==> src/rtl/uart_tx.sv <==
// UART transmitter: frames one byte with configurable data length, optional parity and
// one or two stop bits; each serial bit lasts OVERSAMPLE baud_tick pulses.
module uart_tx #(
   parameter int OVERSAMPLE = 16
) (
   input  logic       uart_clk,
   input  logic       rst_n,
   input  logic       baud_tick,
   input  logic [7:0] tx_data,
   input  logic       tx_valid,
   output logic       tx_ready,
   input  logic [1:0] data_bits,
   input  logic       parity_en,
   input  logic       parity_odd,
   input  logic       stop2,
   output logic       txd,
   output logic       tx_busy
);

   localparam int TW = (OVERSAMPLE > 1) ? $clog2(OVERSAMPLE) : 1;
   localparam logic [TW-1:0] TICK_LAST = TW'(OVERSAMPLE - 1);

   typedef enum logic [2:0] {IDLE, START, DATA, PARITY, STOP} state_t;

   state_t          state;
   state_t          state_next;
   logic [TW-1:0]   tick_cnt;
   logic [2:0]      bit_cnt;
   logic [7:0]      data_q;
   logic [1:0]      bits_q;
   logic            par_en_q;
   logic            par_odd_q;
   logic            stop2_q;
   logic            accept;
   logic            bit_done;
   logic [2:0]      last_idx;
   logic [7:0]      data_mask;
   logic            parity_bit;

   assign accept     = tx_valid && (state == IDLE);
   assign bit_done   = (state != IDLE) && baud_tick && (tick_cnt == TICK_LAST);
   assign last_idx   = {1'b0, bits_q} + 3'd4;
   assign data_mask  = 8'hFF >> (2'd3 - bits_q);
   assign parity_bit = (^(data_q & data_mask)) ^ par_odd_q;
   assign tx_ready   = (state == IDLE);
   assign tx_busy    = (state != IDLE);

   always_comb begin
      state_next = state;
      case (state)
         IDLE:    if (accept) state_next = START;
         START:   if (bit_done) state_next = DATA;
         DATA:    if (bit_done && (bit_cnt == last_idx)) state_next = par_en_q ? PARITY : STOP;
         PARITY:  if (bit_done) state_next = STOP;
         STOP:    if (bit_done && (bit_cnt[0] == stop2_q)) state_next = IDLE;
         default: state_next = IDLE;
      endcase
   end

   // bit_cnt indexes data bits in DATA and counts stop periods in STOP
   always_ff @(posedge uart_clk or negedge rst_n) begin
      if (!rst_n) begin
         state     <= IDLE;
         tick_cnt  <= '0;
         bit_cnt   <= '0;
         data_q    <= '0;
         bits_q    <= '0;
         par_en_q  <= 1'b0;
         par_odd_q <= 1'b0;
         stop2_q   <= 1'b0;
      end else begin
         state <= state_next;
         if (accept) begin
            data_q    <= tx_data;
            bits_q    <= data_bits;
            par_en_q  <= parity_en;
            par_odd_q <= parity_odd;
            stop2_q   <= stop2;
            tick_cnt  <= '0;
            bit_cnt   <= '0;
         end else if ((state != IDLE) && baud_tick) begin
            tick_cnt <= bit_done ? '0 : tick_cnt + 1'b1;
            if (bit_done) bit_cnt <= (state_next != state) ? 3'd0 : bit_cnt + 3'd1;
         end
      end
   end

   always_comb begin
      txd = 1'b1;
      case (state)
         START:   txd = 1'b0;
         DATA:    txd = data_q[bit_cnt];
         PARITY:  txd = parity_bit;
         default: txd = 1'b1;
      endcase
   end

endmodule
==> config.mk <==
export PLATFORM = sky130hd
export DESIGN_NAME = uart_tx
export DESIGN_NICKNAME = d
export VERILOG_FILES = /design/src/rtl/uart_tx.sv
export SDC_FILE = /design/constraint.sdc
export NUM_CORES = 1
export LEC_CHECK = 0
export ABC_AREA = 1
export CORE_MARGIN = 2
export CORE_UTILIZATION = 45
export CTS_CLUSTER_DIAMETER = 120
export DETAILED_ROUTE_END_ITERATION = 16
export PLACE_DENSITY = 0.67
export REMOVE_ABC_BUFFERS = 1
export SETUP_SLACK_MARGIN = 0.5
export SLEW_MARGIN = 40
export SYNTH_ARGS = -nofsm -noshare
export SYNTH_HDL_FRONTEND = slang
export SYNTH_SLANG_ARGS = --single-unit
==> constraint.sdc <==
create_clock -name uart_clk -period 1.91 [get_ports uart_clk]
set_input_delay 0.382 -clock uart_clk [delete_from_list [all_inputs] [get_ports uart_clk]]
set_output_delay 0.382 -clock uart_clk [all_outputs]
set_load 0.005 [all_outputs]
=== Word level (Yosys, flattened, before mapping) ===
Index checks and enable logic that the tools add are counted.

* Add/sub/neg operators: 4
* Order comparisons: 1
* Equal/unequal tests: 8
* Shift operators: 1
* Mux-type cells: 17
* Bitwise logic cells: 2
* Reductions and logical operators: 11

{| class="wikitable"
|+ Operators by type and width
! cell !! number
|-
| $mux W3 || 10
|-
| $pmux W3 S5 || 1
|-
| $mux W4 || 3
|-
| $and A8 B8 Y8 || 1
|-
| $reduce_xor A8 Y1 || 1
|-
| $shr A8 B2 Y8 const A || 1
|-
| $eq A3 B2 Y1 const B || 2
|-
| $logic_and A1 B1 Y1 || 5
|-
| $add A4 B1 Y4 const B || 1
|-
| $eq A4 B4 Y1 const B || 1
|-
| $lt A3 B4 Y1 const B || 1
|-
| $reduce_bool A2 Y1 || 2
|-
| $add A2 B3 Y3 const B || 1
|-
| $add A3 B1 Y3 const B || 1
|-
| $bmux W1 S3 || 1
|-
| $eq A3 B1 Y1 const B || 1
|-
| $eq A3 B3 Y1 || 1
|-
| $eq A3 B3 Y1 const B || 1
|-
| $logic_not A3 Y1 || 1
|-
| $ne A3 B3 Y1 || 1
|-
| $pmux W1 S3 || 1
|-
| $reduce_bool A3 Y1 || 1
|-
| $reduce_and A2 Y1 || 1
|-
| $sub A2 B2 Y2 const A || 1
|-
| other kinds (3) || 3
|}

* Bits in registers: 23
* Bits of input ports: 17

=== Depth between registers and ports, before layout ===
* Word-level depth: 11
* Gate-level depth with buffers: 10
* Mapped depth without buffers: 9

=== Worst setup path after synthesis ===
OpenSTA, ideal clock, no wires.

* Kind: reg-to-output
* Start point: register bit_cnt[0]
* End point: output txd
* Arrival: 1122 ps
* Data required time: 1528 ps
* Setup slack: 406 ps
* Cell stages (with the launch flop): 11
* Path through: dfrtp_1 buf_2 inv_2 nor2_1 nor2_1 o21ai_0 o21ai_0 o211ai_1 nand2_1 inv_1 nand2_1

* Word-level cells in the longest chain between the ends: 3

{| class="wikitable"
|+ Ends and longest elaborated chain
! element !! line !! text
|-
| start, declared || 28 || <nowiki>logic [2:0] bit_cnt;</nowiki>
|-
| start signal, assigned || 83 || <nowiki>if (bit_done) bit_cnt <= (state_next != state) ? 3'd0 : bit_cnt + 3'd1;</nowiki>
|-
| $bmux W1 S3 || 92 || <nowiki>DATA: txd = data_q[bit_cnt];</nowiki>
|-
| $mux W1 (implied by the code) || 92 ||
|-
| $pmux W1 S3 || 90 || <nowiki>case (state)</nowiki>
|-
| end, declared || 16 || <nowiki>output logic txd,</nowiki>
|}

Every way passes these cells. The select of a mux whose other input is x is not followed.

=== Worst setup path after layout ===
* Start point: register data_q[1]
* End point: output txd

* Word-level cells in the longest chain between the ends: 4
* Elaborated cells on any way between the ends: 6

{| class="wikitable"
|+ Ends and longest elaborated chain
! element !! line !! text
|-
| start, declared || 29 || <nowiki>logic [7:0] data_q;</nowiki>
|-
| start signal, assigned || 74 || <nowiki>data_q <= tx_data;</nowiki>
|-
| $and A8 B8 Y8 || 44 || <nowiki>assign parity_bit = (^(data_q & data_mask)) ^ par_odd_q;</nowiki>
|-
| $reduce_xor A8 Y1 || 44 ||
|-
| $xor A1 B1 Y1 || 44 ||
|-
| $pmux W1 S3 (*) || 90 ||
|}

Mark *: on every way between the ends. The rest lies on a longest branch, timed or not. The select of a mux whose other input is x is not followed.

==> run summary <==
The required time reported for the critical path endpoint is about 1.5 ns. In this run the worst setup path begins at data_q[1]. The weighted congestion at the end of routability-driven global placement is around 0.86. The post-layout worst setup margin came out at -0.1859 ns. TritonCTS built the clock tree. The I/O pin total came out at 20. Entering global routing, the biggest net connects 24 pins. The antenna violation net count after detailed routing came out at 0. The fraction of layout cells with a size suffix above 1 is about half. The area growth from synthesis to layout is 62.60%. The number of buffers on the longest clock path is 2. The initial antenna violation count is 0.

The number of H-tree levels came out at 1. The initial utilization of the core area, before any placement, comes to a little under half. The average cell area after synthesis is 8.006 um2.

The transition time at the pin with the least slew margin came out at 0.3369 ns. Counting I/O delays and the setup requirement, the final critical path takes between 2 and 2.5 ns. The post-synthesis sequential element count is 23. The die area is around 0.0035 mm2. The ratio of total power to cell area came out at roughly 1300 mW/mm2. The relative contribution of the clock network to total power came out at approximately 8.7%. The DRC violation count after routing came out at 0. The number of DRC markers after the initial detailed-route iteration is 87.

Once detailed placement completed, the half-perimeter wirelength came to about 2200 um. The predominant post-synthesis flop cell is dfrtp_1. The top achievable clock speed came out at ~0.48 GHz. Counting the buffers created by CTS gives 3. The detail-routed via count per cell came out at between 5 and 6. The critical path goes through buf_6 -> nor2_2 -> nor2_1 -> o21ai_1 -> o21ai_1 -> o211ai_1 -> nand2_1 -> inv_1 -> nand2_1 -> buf_2. The clock root buffer master is clkbuf_4. The clock latency reported for the late side of the worst-skew pair is around 0.33 ns. The worst-case headroom to the max-slew limit is just under 80%. Along the worst path, the maximum fanout reaches 2.

The launching point of the worst reg2reg path is state[0]. The die outline width is a little under 60 um. The number of global-route vias before repair is 1312.

The fraction of registers with async set/reset is 100.0%. The number of maximum-capacitance violations is 0. The cell area that synthesis handed to floorplanning was 0.001385 mm2. The switching share of power came out at roughly two fifths. In this run the static leakage power is between 1 and 1.5 nW. The number of buffer and inverter stages on the critical path is 3. The critical path is of the reg2out type. Following the worst setup path forward leads to its endpoint at txd. The sink count of the clock tree is 23. The share of total power in combinational logic came out at 60.6%.

The number of enable-type register cells in the synthesized netlist is 0. STA puts the critical path data arrival time at 1.71 ns. The portion of the clock cycle consumed by the worst path in the final layout came out at 109.7%. The slowest stage of the critical path belongs to the cell dfrtp_1. The setup slack on the worst flop-to-flop path came out at ~0.17 ns. The global-route wire length before repair is 5526 um. The number of pins exceeding their max-slew limit in the final report came out at 0. After clock tree synthesis, the clock-pin slew on the worst setup and hold paths is 0.15 ns. The final design utilization is approximately three quarters. Measured along the y axis, the die boundary spans a little under 60 um. The count of port buffers added during placement is 19. In this run the core area contains 20 standard-cell rows. In this design, the stage delay of the slowest critical-path cell is roughly 0.45 ns. Buffers inserted to repair hold after CTS numbered 0. The standard cell core area is between 0.002 and 0.003 mm2.

The final number of hold-violating endpoints is 0. The family with the most delay on the worst path is flip-flops. The critical path runs through a total of 10 cells.

The worst setup path is launched from a flip-flop. The setup skew after layout came out at between 0.01 and 0.015 ns. The sequential-to-total area share from yosys stat is about two fifths. The total internal power came out at between 1.5 and 2 mW.

Registers are responsible for between 30% and 40% of the overall power. Counting cells, the worst reg-to-reg path comes to 10. The total global routing overflow is 0. The global-route usage over all layers came out at a little over 20%.

The cell count after synthesis is between 150 and 200. The type of the most critical hold path is in2async. The number of warnings printed during yosys synthesis came out at 0. The worst hold-check slack came out at 0.3896 ns.

The number of antenna diodes in the final layout is 0. Summing over every cut layer, the via total after detailed routing is between 1000 and 1500. The run finished, with violations left.

The number of nets in the layout is ~250. The count of endpoints failing setup in the final report came out at 1. The checks that failed: setup timing. The wire length per cell after detailed routing is 14.36 um. The type of destination of the critical path is a primary output. The aggregate routed wire length came out at 3833 um.

The peak supply drop is between 900 and 1000 uV. Setup repair after global routing could not meet its margin everywhere. The analysis attributes to net switching a power of between 1 and 1.5 mW. The detailed-routing iteration count for the pre-antenna-repair pass came out at 4. In this run the critical register-to-register path is captured at data_q[0].

Counting distinct cell types in the post-synthesis netlist gives 34.
-- sequential cells by signal, summed over array words and instances (netlist names) --
name / cells
bit_cnt: 3
bits_q: 2
data_q: 8
par_en_q: 1
par_odd_q: 1
state: 3
stop2_q: 1
tick_cnt: 4
-- per-stage QoR --
| step | setup TNS [ns] | worst slack, ns | cells | power, mW | area, um2 |
|---|---|---|---|---|---|
| 2_1_floorplan | 0 | 0.2627 | 170 | 1.530 | 1361 |
| 3_3_place_gp | -0.1100 | -0.1100 | 241 | 1.963 | 1735 |
| 3_5_place_dp | -0.1279 | -0.1279 | 241 | 2.004 | 1735 |
| 4_1_cts | -0.1131 | -0.1131 | 259 | 2.484 | 2014 |
| 5_1_grt | -0.2837 | -0.2837 | 267 | 3.026 | 2252 |
| 6_report | -0.1859 | -0.1859 | 267 | 2.839 | 2252 |
-- Yosys cell counts, drive strengths merged (3+ instances only) --
cell type | number | area, um2
buf | 3 | 23.77
dfrtp | 23 | 575.6
nand2 | 60 | 252.7
nor2 | 15 | 85.08
xor2 | 4 | 35.03
nand4 | 6 | 43.79
a21oi | 3 | 30.03
nand3 | 14 | 75.07
xnor2 | 6 | 52.55
inv | 17 | 63.81
o21ai | 10 | 50.04
-- cells in the final DEF (no fill, tap or decap), types with 9 or more instances in the layout --
cell type / instances
inv_1: 10
nand2_1: 26
nand2_2: 22
nor2_1: 9
buf_4: 20
clkdlybuf4s50_1: 15
buf_6: 21
dfrtp_1: 21
nand2_4: 11
-- power groups by stage --
| stage | clock [mW] | combinational, mW | sequential [mW] |
|---|---|---|---|
| finish | 0.247 | 1.72 | 0.873 |
| global route | 0.263 | 1.87 | 0.890 |
| CTS | 0.234 | 1.41 | 0.836 |
| detailed placement | 0 | 1.16 | 0.840 |
| global placement | 0 | 1.14 | 0.827 |
| floorplan | 0 | 0.699 | 0.830 |
-- area by class of cell --
type	count	area (um2)
clock buffers	3	22.52
inverters	17	73.82
multi-input cells	130	952.2
repair buffers	60	579.3
clock inverters	1	5.005
well taps	33	41.29
fillers	209	725.7
flip-flops and latches	23	578.1
-- per-layer routing --
metal / GRT usage [%] / share of wire (%) / vias to the layer above
li1: - / - / 680
met1: 26.10 / 43 / 696
met3: 3.930 / 3.7 / 10
met2: 34.54 / 52 / 39
met4: 6.818 / 1.9 / 0
met5: 0 / 0 / -
-- kinds of logic after synthesis --
logic type | synth area share, %
simple gates | 35.41
flops | 41.55
buf+inv | 6.323
compound gates | 8.581
fa+ha+maj | 1.806
xor+xnor | 6.323
-- what timing repair did --
action                     CTS  global route
pin swaps                   15            18
setup buffers               13             8
gates resized for setup     60            51
setup endpoints to repair   21            26
gates cloned                 1             0
-- worst min-delay path by stage --
| stage | start | end | slack [ns] | cells past startpoint |
|---|---|---|---|---|
| 5_1_grt | rst_n | state[2] | 0.42 | 2 |
| 6_report | rst_n | tick_cnt[2] | 0.39 | 2 |
| 3_5_place_dp | stop2_q | stop2_q | 0.49 | 2 |
| 4_1_cts | rst_n | state[2] | 0.41 | 2 |
| 2_1_floorplan | rst_n | bit_cnt[0] | 0.09 | 0 |
| 3_3_place_gp | stop2_q | stop2_q | 0.48 | 2 |
No activity file was read; power rests on OpenSTA's default activity.
